## src/rtl/load_store_unit_pkg.sv

```systemverilog
// Shared types and helpers for the load/store unit.
package load_store_unit_pkg;

  // RISC-V funct3 encodings of the load/store access widths
  localparam logic [2:0] FUNCT3_LB  = 3'b000;
  localparam logic [2:0] FUNCT3_LH  = 3'b001;
  localparam logic [2:0] FUNCT3_LW  = 3'b010;
  localparam logic [2:0] FUNCT3_LBU = 3'b100;
  localparam logic [2:0] FUNCT3_LHU = 3'b101;
  localparam logic [2:0] FUNCT3_SB  = 3'b000;
  localparam logic [2:0] FUNCT3_SH  = 3'b001;
  localparam logic [2:0] FUNCT3_SW  = 3'b010;

  // Encoding is {is_store, funct3}: [1:0] = size, [2] = unsigned, [3] = store
  typedef enum logic [3:0] {
    LB  = {1'b0, FUNCT3_LB},
    LH  = {1'b0, FUNCT3_LH},
    LW  = {1'b0, FUNCT3_LW},
    LBU = {1'b0, FUNCT3_LBU},
    LHU = {1'b0, FUNCT3_LHU},
    SB  = {1'b1, FUNCT3_SB},
    SH  = {1'b1, FUNCT3_SH},
    SW  = {1'b1, FUNCT3_SW}
  } load_store_func_code;

  typedef enum logic [1:0] {IDLE, REQ, WAIT_RESP, DONE} lsu_state_e;

  function automatic logic [1:0] lsu_size(load_store_func_code op);
    return op[1:0];
  endfunction

  function automatic logic lsu_is_store(load_store_func_code op);
    return op[3];
  endfunction

  function automatic logic lsu_is_unsigned(load_store_func_code op);
    return op[2];
  endfunction

  // Halfwords need bit 0 clear, words need both low bits clear
  function automatic logic lsu_misaligned(load_store_func_code op, logic [1:0] off);
    logic mis;
    case (lsu_size(op))
      2'b01:   mis = off[0];
      2'b10:   mis = |off;
      default: mis = 1'b0;
    endcase
    return mis;
  endfunction

endpackage

```

## src/rtl/load_store_unit_lane_align.sv

```systemverilog
// Combinational byte-lane steering for stores and extract/extend for loads.
module load_store_unit_lane_align (
  input  logic [1:0]  req_size_i,
  input  logic [1:0]  req_off_i,
  input  logic [31:0] wdata_i,
  output logic [3:0]  be_o,
  output logic [31:0] wdata_o,
  input  logic [1:0]  ld_size_i,
  input  logic        ld_unsigned_i,
  input  logic [1:0]  ld_off_i,
  input  logic [31:0] rdata_i,
  output logic [31:0] ld_data_o
);

  logic [31:0] rdata_shifted;

  assign rdata_shifted = rdata_i >> {ld_off_i, 3'b000};

  // Replicate store data across lanes and pick byte enables by size/offset
  always_comb begin
    be_o    = 4'b1111;
    wdata_o = wdata_i;
    case (req_size_i)
      2'b00: begin
        be_o    = 4'b0001 << req_off_i;
        wdata_o = {4{wdata_i[7:0]}};
      end
      2'b01: begin
        be_o    = req_off_i[1] ? 4'b1100 : 4'b0011;
        wdata_o = {2{wdata_i[15:0]}};
      end
      default: ;
    endcase
  end

  // Pull the addressed byte/half down to bit 0 and sign- or zero-extend
  always_comb begin
    ld_data_o = rdata_i;
    case (ld_size_i)
      2'b00: ld_data_o = {{24{~ld_unsigned_i & rdata_shifted[7]}}, rdata_shifted[7:0]};
      2'b01: ld_data_o = {{16{~ld_unsigned_i & rdata_shifted[15]}}, rdata_shifted[15:0]};
      default: ;
    endcase
  end

endmodule

```

## src/rtl/load_store_unit.sv

```systemverilog
// Load/store unit: one data-bus transaction per accepted Decode request.
module load_store_unit
  import load_store_unit_pkg::*;
#(
  parameter int unsigned RESP_TIMEOUT = 255,
  parameter int unsigned CNT_WIDTH    = 8
) (
  input  logic                clock,
  input  logic                reset,
  input  logic                en_lsu_ip,
  input  load_store_func_code lsu_operator_ip,
  input  logic [31:0]         addr_ip,
  input  logic                addr_valid_ip,
  input  logic [31:0]         wdata_ip,
  output logic [31:0]         mem_data_op,
  output logic                mem_data_valid_op,
  output logic                lsu_busy_op,
  output logic                lsu_misaligned_op,
  output logic                lsu_timeout_op,
  output logic                data_req_op,
  input  logic                data_gnt_ip,
  output logic [31:0]         data_addr_op,
  output logic                data_we_op,
  output logic [3:0]          data_be_op,
  output logic [31:0]         data_wdata_op,
  input  logic                data_rvalid_ip,
  input  logic [31:0]         data_rdata_ip
);

  lsu_state_e           state_q, state_d;
  load_store_func_code  op_q, op_d;
  logic [1:0]           off_q, off_d;
  logic [CNT_WIDTH-1:0] cnt_q, cnt_d, cnt_inc;
  logic                 req_q, req_d, we_q, we_d;
  logic [31:0]          addr_q, addr_d, wdata_q, wdata_d;
  logic [3:0]           be_q, be_d;
  logic [31:0]          mem_data_q, mem_data_d;
  logic                 valid_q, valid_d, timeout_q, timeout_d;

  logic        req_present, misaligned, accept;
  logic [3:0]  steer_be;
  logic [31:0] steer_wdata, ld_data;

  assign req_present = (state_q == IDLE) && en_lsu_ip && addr_valid_ip;
  assign misaligned  = lsu_misaligned(lsu_operator_ip, addr_ip[1:0]);
  assign accept      = req_present && !misaligned;
  assign cnt_inc     = cnt_q + CNT_WIDTH'(1);

  load_store_unit_lane_align u_lane_align (
    .req_size_i   (lsu_size(lsu_operator_ip)),
    .req_off_i    (addr_ip[1:0]),
    .wdata_i      (wdata_ip),
    .be_o         (steer_be),
    .wdata_o      (steer_wdata),
    .ld_size_i    (lsu_size(op_q)),
    .ld_unsigned_i(lsu_is_unsigned(op_q)),
    .ld_off_i     (off_q),
    .rdata_i      (data_rdata_ip),
    .ld_data_o    (ld_data)
  );

  // Next-state: accept in IDLE, hold bus until grant, wait for response or timeout
  always_comb begin
    state_d    = state_q;
    op_d       = op_q;
    off_d      = off_q;
    cnt_d      = cnt_q;
    req_d      = req_q;
    we_d       = we_q;
    addr_d     = addr_q;
    wdata_d    = wdata_q;
    be_d       = be_q;
    mem_data_d = mem_data_q;
    valid_d    = 1'b0;
    timeout_d  = 1'b0;
    unique case (state_q)
      IDLE: begin
        if (accept) begin
          state_d = REQ;
          op_d    = lsu_operator_ip;
          off_d   = addr_ip[1:0];
          req_d   = 1'b1;
          we_d    = lsu_is_store(lsu_operator_ip);
          addr_d  = {addr_ip[31:2], 2'b00};
          wdata_d = steer_wdata;
          be_d    = steer_be;
        end
      end
      REQ: begin
        if (data_gnt_ip) begin
          state_d = WAIT_RESP;
          req_d   = 1'b0;
          cnt_d   = '0;
        end
      end
      WAIT_RESP: begin
        // A response in the timeout cycle still completes normally
        if (data_rvalid_ip) begin
          state_d = DONE;
          if (!lsu_is_store(op_q)) begin
            mem_data_d = ld_data;
            valid_d    = 1'b1;
          end
        end else begin
          cnt_d = cnt_inc;
          if ((RESP_TIMEOUT != 0) && (cnt_inc == CNT_WIDTH'(RESP_TIMEOUT))) begin
            state_d   = DONE;
            timeout_d = 1'b1;
          end
        end
      end
      DONE:    state_d = IDLE;
      default: state_d = IDLE;
    endcase
  end

  // State and registered outputs
  always_ff @(posedge clock or negedge reset) begin
    if (!reset) begin
      state_q    <= IDLE;
      op_q       <= LB;
      off_q      <= 2'b00;
      cnt_q      <= '0;
      req_q      <= 1'b0;
      we_q       <= 1'b0;
      addr_q     <= '0;
      wdata_q    <= '0;
      be_q       <= '0;
      mem_data_q <= '0;
      valid_q    <= 1'b0;
      timeout_q  <= 1'b0;
    end else begin
      state_q    <= state_d;
      op_q       <= op_d;
      off_q      <= off_d;
      cnt_q      <= cnt_d;
      req_q      <= req_d;
      we_q       <= we_d;
      addr_q     <= addr_d;
      wdata_q    <= wdata_d;
      be_q       <= be_d;
      mem_data_q <= mem_data_d;
      valid_q    <= valid_d;
      timeout_q  <= timeout_d;
    end
  end

  assign mem_data_op       = mem_data_q;
  assign mem_data_valid_op = valid_q;
  assign lsu_timeout_op    = timeout_q;
  assign data_req_op       = req_q;
  assign data_addr_op      = addr_q;
  assign data_we_op        = we_q;
  assign data_be_op        = be_q;
  assign data_wdata_op     = wdata_q;

  // DONE keeps busy low so the core advances past the finished instruction
  assign lsu_busy_op       = reset & (accept || (state_q == REQ) || (state_q == WAIT_RESP));
  assign lsu_misaligned_op = reset & req_present & misaligned;

endmodule

```

## config.mk

```make
export PLATFORM = sky130hd
export DESIGN_NAME = load_store_unit
export DESIGN_NICKNAME = d
export VERILOG_FILES = /design/src/rtl/load_store_unit_pkg.sv /design/src/rtl/load_store_unit_lane_align.sv /design/src/rtl/load_store_unit.sv
export SDC_FILE = /design/constraint.sdc
export NUM_CORES = 1
export LEC_CHECK = 0
export CAP_MARGIN = 10
export CORE_MARGIN = 1.5
export CORE_UTILIZATION = 39
export DETAILED_ROUTE_END_ITERATION = 10
export PLACE_DENSITY_LB_ADDON = 0.05
export SYNTH_ARGS = -nofsm -noshare
export SYNTH_HDL_FRONTEND = slang
export SYNTH_SLANG_ARGS = --single-unit
```

## constraint.sdc

```tcl
create_clock -name clock -period 2.5 [get_ports clock]
set_input_delay 0.5 -clock clock [delete_from_list [all_inputs] [get_ports clock]]
set_output_delay 0.5 -clock clock [all_outputs]
set_load 0.01 [all_outputs]
```

==> summary.md <==
| Metric | Value |
|---|---|
| Clock Tree Root | `clkbuf_16` |
| Pre-CTS setup slack | `-0.525 ns` |
| GR Util All Layers | `0.212` |
| Clock sinks | `117` |
| Maximum net fanout on the critical path | `2` |
| Post-synth ARST share | `1.00` |
| Main area contributors after synthesis | `dfrtp_1 54%, mux2_2 8.6%, a21oi_1 5.3%` |
| Ports | `212` |
| Slew @ Worst Pin | `about 0.66 ns` |
| Post-Synth Simple-Gate Area | `0.118` |
| Core outline area | `roughly 0.013 mm²` |
| Pin count of the biggest net entering global routing | `between 100 and 150` |
| XOR/XNOR Fraction of Synth Area | `0.00325` |
| Fin worst setup slack | `roughly 0.066 ns` |
| Final Cycle Share | `0.974` |
| Worst Hold Class | `input port to async pin` |
| Area share of the leading cell type in the synthesized netlist | `0.543` |
| Residual DRC | `0` |
| GPL Wtd Cong | `~0.9` |
| #FFs+latches synth | `117` |
| Filler Cell Count | `around 1.1k` |
| Placed inst area | `0.00776 mm²` |
| Maximum vdd drop | `about 0.58 mV` |
| Iter 0 DRT Violations | `340` |
| Slew Limit Fails | `0` |
| Vias in the first global route | `~4.6k` |
| Fmax | `between 400 and 500 MHz` |
| Setup_tns | `0 ns` |
| # Post-CTS Setup Buffers | `0` |
| Die Wd | `121 µm` |
| Clk_lat worst skew | `roughly 0.41 ns` |
| Status | `finished, final reports clean` |
| Post-layout net count | `around 850` |
| Post-Synth Adder-Cell Area | `0.0209` |
| Layout area overhead | `55.7%` |
| Number of enable flip-flop cells after synthesis | `0` |
| FP Rows | `42` |
| First-pass GRT wire length | `between 20000 and 25000 µm` |
| Vias | `approximately 4.7k` |
| WHS | `0.167 ns` |
| Number of synthesis warnings | `0` |
| Req. time, crit path | `roughly 2.0 ns` |
| TritonCTS clock tree | `yes` |
| Remaining antenna violation count after routing | `0` |
| Die H | `~120 µm` |
| Max_slew headroom | `0.559` |
| Maxcap violations | `0` |
| Average cell area after synthesis | `10.5 µm²` |
| CP arrival | `between 1.5 and 2 ns` |
| Final hold vios | `0` |
| Final Setup Violations | `0` |
| Inserted Diodes | `0` |
| Mux cell area share after synthesis | `0.121` |
| Pwr dens | `between 1000 and 1500 mW/mm²` |
| # hold bufs at CTS | `0` |
| H-tree depth | `4` |
| Unrepaired setup endpoints after global routing | `no` |
| Synth Area in Compound Gates | `0.157` |
| CP Launch Type | `input port` |
| Number of CTS-inserted buffers | `17` |
| Setup crit end kind | `primary output` |
| Leakage | `3.57 nW` |
| Mean number of vias per cell | `5.10` |
| Most common flop cell mapped by yosys | `dfrtp_1` |
| Initial antenna violation count | `0` |
| Crit path kind | `input port to primary output` |
| Post-synth cell types | `48` |
| Seq/Total Area, Yosys | `0.543` |
| Detail Placement HPWL | `roughly 11000 µm` |
| Clock skew | `between 0.006 and 0.007 ns` |
| Synth Instances | `between 500 and 600` |
| Clk buf depth | `2` |
| Fin crit period | `about 2.4 ns` |
| Clock-pin slew on the worst setup and hold paths | `0.05 ns` |
| Finished Cell Area | `0.00840 mm²` |
| GRT overflow | `0` |
| First-pass iteration count of the detailed router | `4` |
| WL final | `between 10000 and 15000 µm` |
| Mapped cell area | `~0.0054 mm²` |
| Largest family of logic cells by synthesized area | `compound AO/OA/AOI/OAI gates` |
| Share of layout cells above drive strength 1 | `0.147` |
| # port buffers | `between 200 and 250` |
| Initial Util | `0.404` |
| Routed length per instance | `around 16 µm` |
| Die area | `between 0.01 and 0.015 mm²` |
| Dominant cell type by area after synthesis | `dfrtp_1` |
==> cell type report <==
type	count	area, µm²	share of cell area
Timing Repair Buffer	231	2300	0.274
Sequential cell	117	2930	0.349
Inverter	9	33.8	0.00402
Clock buffer	23	488	0.0581
Multi-Input combinational cell	358	2280	0.272
Tap cell	176	220	0.0262
Clock inverter	9	148	0.0176
==> power by group <==
| group | switching (mW) | leakage, nW | internal [mW] |
|---|---|---|---|
| combinational | 1.94 | 1.87 | 2.50 |
| clock | 0.822 | 0.313 | 1.77 |
| sequential | 0.515 | 1.39 | 2.79 |
| total | 3.28 | 3.57 | 7.05 |
==> synth_stat cells, types with 5 or more instances <==
| library cell | n |
|---|---|
| o22ai_1 | 7 |
| inv_1 | 8 |
| buf_2 | 13 |
| clkbuf_1 | 14 |
| o21ai_0 | 28 |
| mux2i_1 | 11 |
| nor2b_1 | 5 |
| a22oi_1 | 23 |
| a21oi_1 | 57 |
| dfrtp_1 | 117 |
| nand2b_1 | 5 |
| nand2_1 | 47 |
| nor2_1 | 67 |
| a31oi_1 | 13 |
| mux2_2 | 41 |
| ha_1 | 9 |
| and3_1 | 8 |
==> stage by stage <==
stage	std cells	power, mW	utilization
final	923	10.3	0.629
after global routing	923	11.0	0.629
after CTS	923	10.4	0.630
after detailed placement	891	7.79	0.581
after global placement	891	7.71	0.581
after floorplan	517	5.39	-
==> registers in the layout (all words and copies together) (netlist names), 2 cells and up <==
name and cells:
data_wdata_op 32, mem_data_op 32, state_q 2, off_q 2, cnt_q 8, data_be_op 4, op_q 4, data_addr_op 30
==> kinds of logic (layout without fill, tap and decap cells) <==
| logic type | Yosys count | count (layout) |
|---|---|---|
| other | 1 | 2 |
| xor gates and xnor gates | 2 | 2 |
| and+or+nand+nor | 146 | 146 |
| buffers and inverters | 42 | 272 |
| DFF | 117 | 117 |
| adders and majority gates | 9 | 9 |
| AOI/OAI and AO/OA | 142 | 142 |
| muxes | 57 | 57 |
==> final timing paths <==
kind	from	endpoint	slack, ns	depth (start not counted)
max	addr_ip[1]	lsu_busy_op	0.07	6
min	reset	cnt_q[0]$_DFFE_PN0P_	0.17	2
max reg2reg	cnt_q[1]$_DFFE_PN0P_	state_q[1]$_DFFE_PN0P_	0.42	6
min reg2reg	mem_data_op[1]$_DFFE_PN0P_	mem_data_op[1]$_DFFE_PN0P_	0.47	2
max in group asynchronous	reset	state_q[1]$_DFFE_PN0P_	1.79	2
min in group clock	mem_data_op[1]$_DFFE_PN0P_	mem_data_op[1]$_DFFE_PN0P_	0.47	2
==> timing repair <==
action,in CTS,in global routing
pin swaps,0,0
hold endpoints to repair,0,0
gates resized for setup,13,3
setup endpoints to repair,2,1
==> layer usage <==
metal | track usage | routed length (µm)
met1 | 0.274 | 6270
met3 | 0.0736 | 1310
met4 | 0.0985 | 378
met2 | 0.320 | 6860
met5 | 0 | 0
==> worst max-delay path: stages <==
cell,delay [ns]
clkdlybuf4s50_1,0.48
o21ai_1,0.08
a21bo_2,0.22
and4_4,0.19
o31a_1,0.23
clkdlybuf4s15_2,0.23
==> placed cells by master, fill, tap and decap left out, types with 2 or more instances in the layout <==
cell               n
o31ai_1            3
buf_4             18
clkbuf_8           4
nor2_1            67
nand3b_1           2
buf_12             4
nand2b_1           5
mux2_2            41
mux2i_1           11
nand2_1           47
ha_1               8
clkbuf_1           2
clkinv_2           4
dfrtp_1          117
a31oi_1           13
a21oi_1           57
o22ai_1            7
o21ai_0           28
a22oi_1           23
nand3_1            3
inv_1              7
mux2_4             3
conb_1             2
clkdlybuf4s50_1  203
nand4_1            3
inv_2              2
nor2b_1            5
clkbuf_16         17
bufinv_16          4
and3_1             8
Power figures use the tool's default switching activity.
